<file path="src/rtl/regfile_pkg.sv">
// Shared constants and types for the multi-port integer register file.
// Write port indices also fix write priority: the higher index wins.
package regfile_pkg;
  localparam int XLEN_DEFAULT = 32;
  localparam int NREG_DEFAULT = 32;
  localparam int REG_ZERO = 0;
  localparam int WP_ALU = 0;
  localparam int WP_MEM = 1;
  localparam int NWP = 2;
  typedef logic [XLEN_DEFAULT-1:0] xlen_t;
endpackage

</file>
<file path="src/rtl/register_file_mp_if.sv">
// Decode/writeback bundle of the register file: reads, writes, issue.
// master = pipeline side, slave = register file side.
interface register_file_mp_if #(
  parameter int XLEN = 32,
  parameter int NREG = 32,
  parameter int NRD  = 2
);
  localparam int AW = $clog2(NREG);

  logic [NRD*AW-1:0]   rs_addr;
  logic [NRD*XLEN-1:0] rs_dout;
  logic [NRD-1:0]      rs_busy;
  logic                we0;
  logic [AW-1:0]       rd0_addr;
  logic [XLEN-1:0]     rd0_din;
  logic                we1;
  logic [AW-1:0]       rd1_addr;
  logic [XLEN-1:0]     rd1_din;
  logic                issue_valid;
  logic [AW-1:0]       issue_addr;
  logic                any_busy;

  modport master (
    output rs_addr, we0, rd0_addr, rd0_din,
    output we1, rd1_addr, rd1_din,
    output issue_valid, issue_addr,
    input  rs_dout, rs_busy, any_busy
  );

  modport slave (
    input  rs_addr, we0, rd0_addr, rd0_din,
    input  we1, rd1_addr, rd1_din,
    input  issue_valid, issue_addr,
    output rs_dout, rs_busy, any_busy
  );
endinterface

</file>
<file path="src/rtl/regfile_scoreboard.sv">
// Pending-write bit per register for RAW stalls on long-latency producers.
// A new issue on the same edge as a completing write keeps the bit set.
module regfile_scoreboard
  import regfile_pkg::*;
#(
  parameter int NREG = NREG_DEFAULT,
  parameter int AW   = $clog2(NREG)
) (
  input  logic              clk,
  input  logic              rst,
  input  logic [NWP-1:0]    wr_en_i,
  input  logic [NWP*AW-1:0] wr_addr_i,
  input  logic              issue_valid_i,
  input  logic [AW-1:0]     issue_addr_i,
  output logic [NREG-1:0]   pending_o,
  output logic              any_busy_o
);
  logic [NREG-1:0] pend_q, pend_d;
  logic [NREG-1:0] set_v, clr_v;

  always_comb begin
    set_v = '0;
    clr_v = '0;
    if (issue_valid_i) set_v[issue_addr_i] = 1'b1;
    for (int w = 0; w < NWP; w++)
      if (wr_en_i[w]) clr_v[wr_addr_i[w*AW +: AW]] = 1'b1;
    pend_d = set_v | (pend_q & ~clr_v);
    pend_d[REG_ZERO] = 1'b0;
  end

  always_ff @(posedge clk or posedge rst) begin
    if (rst) pend_q <= '0;
    else     pend_q <= pend_d;
  end

  assign pending_o  = pend_q;
  assign any_busy_o = |pend_q;
endmodule

</file>
<file path="src/rtl/register_file_mp.sv">
// Integer register file: NRD read ports, two prioritised write ports.
// Define REGFILE_BYPASS_EN for same-cycle write-to-read forwarding.
module register_file_mp
  import regfile_pkg::*;
#(
  parameter int XLEN = XLEN_DEFAULT,
  parameter int NREG = NREG_DEFAULT,
  parameter int NRD  = 2,
  parameter int AW   = $clog2(NREG)
) (
  input logic clk,
  input logic rst,
  register_file_mp_if.slave bus
);
  logic [NWP-1:0]           wen;
  logic [NWP-1:0][AW-1:0]   waddr;
  logic [NWP-1:0][XLEN-1:0] wdata;
  logic [NREG-1:0]          pending;
  logic                     any_busy_w;
  logic [XLEN-1:0]          regs_q [NREG];
  logic [XLEN-1:0]          regs_d [NREG];
  logic [NRD*XLEN-1:0]      dout_w;
  logic [NRD-1:0]           busy_w;
  logic [AW-1:0]            ra;
  logic [XLEN-1:0]          rv;
  logic                     rb;

  assign waddr[WP_ALU] = bus.rd0_addr;
  assign waddr[WP_MEM] = bus.rd1_addr;
  assign wdata[WP_ALU] = bus.rd0_din;
  assign wdata[WP_MEM] = bus.rd1_din;
  assign wen[WP_ALU] = bus.we0 && (bus.rd0_addr != AW'(REG_ZERO));
  assign wen[WP_MEM] = bus.we1 && (bus.rd1_addr != AW'(REG_ZERO));

  regfile_scoreboard #(.NREG(NREG), .AW(AW)) u_sb (
    .clk          (clk),
    .rst          (rst),
    .wr_en_i      (wen),
    .wr_addr_i    (waddr),
    .issue_valid_i(bus.issue_valid && (bus.issue_addr != AW'(REG_ZERO))),
    .issue_addr_i (bus.issue_addr),
    .pending_o    (pending),
    .any_busy_o   (any_busy_w)
  );

  // Ascending port order lets the memory port win a collision.
  always_comb begin
    regs_d = regs_q;
    for (int w = 0; w < NWP; w++)
      if (wen[w]) regs_d[waddr[w]] = wdata[w];
    regs_d[REG_ZERO] = '0;
  end

  always_ff @(posedge clk or posedge rst) begin
    if (rst) begin
      for (int i = 0; i < NREG; i++) regs_q[i] <= '0;
    end else begin
      regs_q <= regs_d;
    end
  end

  always_comb begin
    dout_w = '0;
    busy_w = '0;
    ra = '0;
    rv = '0;
    rb = 1'b0;
    for (int p = 0; p < NRD; p++) begin
      ra = bus.rs_addr[p*AW +: AW];
      rv = '0;
      rb = 1'b0;
      if (!rst && ra != AW'(REG_ZERO)) begin
        rv = regs_q[ra];
        rb = pending[ra];
`ifdef REGFILE_BYPASS_EN
        for (int w = 0; w < NWP; w++) begin
          if (wen[w] && waddr[w] == ra) begin
            rv = wdata[w];
            rb = rb && bus.issue_valid
                 && (bus.issue_addr == ra);
          end
        end
`endif
      end
      dout_w[p*XLEN +: XLEN] = rv;
      busy_w[p] = rb;
    end
  end

  assign bus.rs_dout  = dout_w;
  assign bus.rs_busy  = busy_w;
  assign bus.any_busy = any_busy_w;
endmodule

</file>
<file path="src/flat_wrapper.sv">
// flat-port wrapper written by rule: the top's interface ports become plain ports
module register_file_mp_flat import regfile_pkg::*;
#(
  parameter int XLEN = XLEN_DEFAULT,
  parameter int NREG = NREG_DEFAULT,
  parameter int NRD  = 2,
  parameter int AW   = $clog2(NREG)
)
  (clk, rst, bus_rs_addr, bus_we0, bus_rd0_addr, bus_rd0_din, bus_we1, bus_rd1_addr, bus_rd1_din, bus_issue_valid, bus_issue_addr, bus_rs_dout, bus_rs_busy, bus_any_busy);
  register_file_mp_if #(.XLEN(XLEN), .NREG(NREG), .NRD(NRD)) bus_i ();
  input logic clk;
  input logic rst;
  input wire logic [$bits(bus_i.rs_addr)-1:0] bus_rs_addr;
  input wire logic [$bits(bus_i.we0)-1:0] bus_we0;
  input wire logic [$bits(bus_i.rd0_addr)-1:0] bus_rd0_addr;
  input wire logic [$bits(bus_i.rd0_din)-1:0] bus_rd0_din;
  input wire logic [$bits(bus_i.we1)-1:0] bus_we1;
  input wire logic [$bits(bus_i.rd1_addr)-1:0] bus_rd1_addr;
  input wire logic [$bits(bus_i.rd1_din)-1:0] bus_rd1_din;
  input wire logic [$bits(bus_i.issue_valid)-1:0] bus_issue_valid;
  input wire logic [$bits(bus_i.issue_addr)-1:0] bus_issue_addr;
  output wire logic [$bits(bus_i.rs_dout)-1:0] bus_rs_dout;
  output wire logic [$bits(bus_i.rs_busy)-1:0] bus_rs_busy;
  output wire logic [$bits(bus_i.any_busy)-1:0] bus_any_busy;
  assign bus_i.rs_addr = bus_rs_addr;
  assign bus_i.we0 = bus_we0;
  assign bus_i.rd0_addr = bus_rd0_addr;
  assign bus_i.rd0_din = bus_rd0_din;
  assign bus_i.we1 = bus_we1;
  assign bus_i.rd1_addr = bus_rd1_addr;
  assign bus_i.rd1_din = bus_rd1_din;
  assign bus_i.issue_valid = bus_issue_valid;
  assign bus_i.issue_addr = bus_issue_addr;
  assign bus_rs_dout = bus_i.rs_dout;
  assign bus_rs_busy = bus_i.rs_busy;
  assign bus_any_busy = bus_i.any_busy;
  register_file_mp #(.XLEN(XLEN), .NREG(NREG), .NRD(NRD), .AW(AW)) u_core (.clk(clk), .rst(rst), .bus(bus_i));
endmodule
</file>
<file path="config.mk">
export PLATFORM = sky130hd
export DESIGN_NAME = register_file_mp_flat
export DESIGN_NICKNAME = d
export VERILOG_FILES = /design/src/rtl/regfile_pkg.sv /design/src/rtl/register_file_mp_if.sv /design/src/rtl/regfile_scoreboard.sv /design/src/rtl/register_file_mp.sv /design/src/flat_wrapper.sv
export SDC_FILE = /design/constraint.sdc
export NUM_CORES = 2
export LEC_CHECK = 0
export CORE_UTILIZATION = 35
export DETAILED_ROUTE_END_ITERATION = 10
export HOLD_SLACK_MARGIN = 0.03
export PLACE_DENSITY = 0.51
export RECOVER_POWER = 25
export REMOVE_ABC_BUFFERS = 1
export SLEW_MARGIN = 20
export SYNTH_ARGS = -nofsm -noshare
export SYNTH_HDL_FRONTEND = slang
export SYNTH_HIERARCHICAL = 1
export SYNTH_SLANG_ARGS = --single-unit
</file>
<file path="constraint.sdc">
create_clock -name clk -period 91.7 [get_ports clk]
set_input_delay 9.17 -clock clk [delete_from_list [all_inputs] [get_ports clk]]
set_output_delay 9.17 -clock clk [all_outputs]
set_load 0.005 [all_outputs]
</file>
==> reports/results.ini <==
[synthesis]
yosysWarningCount = 6
synthArstFlopShare_pct = 100.0
synth_ff_type = dfrtp_1
synth_seq_cells = 1023
synth_top_family_by_area = multiplexers
synth_xor_area_share_pct = 0
yosys.area_share.adder_pct = 0
synth_simple_gate_area_share_pct = 8.543
synth_compound_area_share_pct = 13.08
synth.avg_cell_area_um2 = 10.48
netlist_instances = 6158
synth_edf_count = 0
synth.mux.area_fraction_pct = 33.64
synth.distinct_cells = 45
ys_seq_area_share_pct = 39.65
synth_area_mm2 = 0.06456

[timing]
fin_setup_tns_ns = 0
final.min_clock_period_ns = 22.67
grt_setup_unrepaired = false
fmax_ghz = 0.04412
finClkSkew_ns = 0
whs_ns = 0.5494
fin_ws_ns = 69.03
drv_slew = 675
timing_hold_violations_final = 0
tightest_slew_ns = 6.298
setup_viol = 0
relSlewSlack_pct = -322.2
post-route-period-util_pct = 24.72

[drt]
vias = 52370
drt-wirelength-per-cell_um = 32.59
ant_nets = 0
first_pass_iters = 6
avgViaCountPerCell = 6.174
wirelength_um = 276500
drt_iter0_markers = 7196
drc_errors = 0

[floorplanning]
dieArea_mm2 = 0.1862
rows = 157
initial_core_util_pct = 35.26
die_w_um = 431.5
coreArea_mm2 = 0.1831
ios = 161
die_y_um = 431.5

[power]
p_sw_share_pct = 31.17
p_leak_nw = 30.69
seq_power_share_pct = 42.6
switching_power_uw = 490.4
powerDensity_mw_per_mm2 = 21.87
intPower_mw = 1.083
ir_drop_uv = 16.75
clkPwrFrac_pct = 32.6
p_comb_share_pct = 24.8

[cells_and_area]
fin_cells = 8483
drive_above_1_share_pct = 16.67
area_delta_synth_final_pct = 11.42
nNetsFinal = 6011
fin_area_mm2 = 0.07193
nFillCells = 17750

[placed_design]
globalplace.congestion = 0.8309
place_ws_ns = 68.96
portBuffers = 160
numPlacedInstances = 8257
dp_hpwl_um = 152100
place_area_mm2 = 0.06799

[global_route]
grt_use_total_pct = 29.08
grt_max_degree = 120
grt_overflow = 0
grt_pass1_wl_um = 389100
antenna_found_initial = 10
grt_pass1_vias = 50430

[critical_path]
required_ns = 82.53
path_delay_family = buffers and inverters
crit_slowest_cell = buf_4
crit_chain = buf_8 -> buf_4 -> buf_4 -> buf_4 -> mux2_2 -> a21oi_1 -> o221ai_1 -> a32o_1 -> clkdlybuf4s50_1
worstSetupPathType = input pin to output pin
endpoint_kind = output pin
slowest_delay_ns = 0.84
crit_buf_inv = 5
critical_path_arrival_ns = 13.50
critPathLaunchType = input pin
cpMostUsedCell = buf_4
cp_max_fo = 51

[status]
status = complete, but fails checks
violations = max-capacitance violations, max-slew violations

[worst_hold_path]
holdCritPathClass = register to register

[clock_network]
cts.sinks = 1023
clk_latency_ns = 0.76
ctsHoldBuffers = 0
cts_buffers = 121
cts_setup_buffers = 0
cts_tree = yes
ctsRootBufferMaster = clkbuf_16
cts.clk_slew.worst_paths_ns = 0.05
cts_htree_levels = 3
ctsResizeCount = 0
clock_path_buffers = 3

[run]
maxCapViolCount = 25

==> cell families (layout without fill, tap and decap cells) <==
logic type	Yosys count	in the layout
mux	1653	1653
simple gates	1310	1310
compound gates	1445	1445
buf+inv	726	584
flops	1023	1023
other cells	1	4
==> sequential cells by signal (all words and copies together), names as in the netlist <==
name / flops
u_core/u_sb/pending_o: 31
u_core/regs_q: 992
==> layout make-up <==
class / instances / area [um^2] / area share [%]
diodes: 3 / 7.507 / 0.01044
clock buffers: 189 / 3787 / 5.265
clock inverters: 33 / 400.4 / 0.5566
inverters: 3 / 12.51 / 0.01739
multi-input cells: 4409 / 36040 / 50.11
flip-flops and latches: 1023 / 25600 / 35.59
well taps: 2464 / 3083 / 4.286
repair buffers: 359 / 2998 / 4.168
==> layout by cell type, fill, tap and decap left out, types with 64 or more instances in the layout <==
cell             count
a21oi_1            640
a22oi_1            206
a32o_1              64
buf_4              179
clkbuf_16          124
clkdlybuf4s50_1    132
dfrtp_1           1023
mux2_2             132
mux2i_1           1121
mux4_2             400
nand2_1            520
nor2_1             588
o21ai_0            409
o221ai_1            80
==> metrics by stage <==
stage | total power [mW] | util (%)
floorplan | 0.9166 | -
global placement | 1.047 | 37.14
detailed placement | 1.059 | 37.14
CTS | 1.572 | 39.43
global route | 1.642 | 39.29
finish | 1.573 | 39.29
==> worst reg2reg max path, cell delays in order (launching register included) <==
cell and delay, ns:
dfrtp_1 0.40, mux2i_1 0.13, a21oi_1 0.12
==> worst paths after layout <==
path | startpoint | to | slack [ns] | cells past startpoint
max in group asynchronous | rst | u_core/regs_q[570]$_DFF_PP0_ | 73.45 | 6
min in group asynchronous | rst | u_core/u_sb/pending_o[15]$_DFF_PP0_ | 9.73 | 3
worst min-delay path | u_core/u_sb/pending_o[9]$_DFF_PP0_ | u_core/u_sb/pending_o[9]$_DFF_PP0_ | 0.55 | 1
worst min register to register | u_core/u_sb/pending_o[9]$_DFF_PP0_ | u_core/u_sb/pending_o[9]$_DFF_PP0_ | 0.55 | 1
worst max register to register | u_core/regs_q[880]$_DFF_PP0_ | u_core/regs_q[880]$_DFF_PP0_ | 90.77 | 2
worst max-delay path | bus_rs_addr[5] | bus_rs_dout[49] | 69.03 | 9
==> cells in the mapped netlist, drive strengths merged (11+ instances only) <==
cell / count / share of area, %
nand3: 59 / 0.47
a21oi: 640 / 5.0
o221ai: 80 / 1.1
dfrtp: 1023 / 40
nand2: 530 / 3.1
nor4: 11 / 0.15
nor3: 16 / 0.20
nor2b: 14 / 0.14
a22o: 19 / 0.26
clkbuf: 441 / 2.6
nor2: 597 / 3.5
a32o: 64 / 0.99
a22oi: 206 / 2.4
nor3b: 13 / 0.22
mux2i: 1121 / 17
buf: 282 / 2.5
mux2: 132 / 2.3
mux4: 400 / 14
o21ai: 434 / 3.4
nand3b: 24 / 0.28
==> layer usage <==
| metal | vias up | share of wire (%) | track usage, % | wire length (um) |
|---|---|---|---|---|
| met1 | 26590 | 41 | 39.08 | 112700 |
| met3 | 630 | 9.1 | 5.894 | 25270 |
| li1 | 22200 | - | - | - |
| met2 | 2944 | 45 | 44.92 | 125100 |
| met4 | 8 | 4.8 | 13.56 | 13390 |
| met5 | - | 0.020 | 0 | 55 |
==> power groups by stage <==
stage | sequential, mW | combinational (mW) | clock [mW]
after global placement | 0.667 | 0.380 | 0
after detailed placement | 0.672 | 0.387 | 0
final | 0.671 | 0.390 | 0.512
after global routing | 0.684 | 0.422 | 0.536
after CTS | 0.666 | 0.387 | 0.519
after floorplan | 0.641 | 0.275 | 0
(Power assumes the default switching activity.)
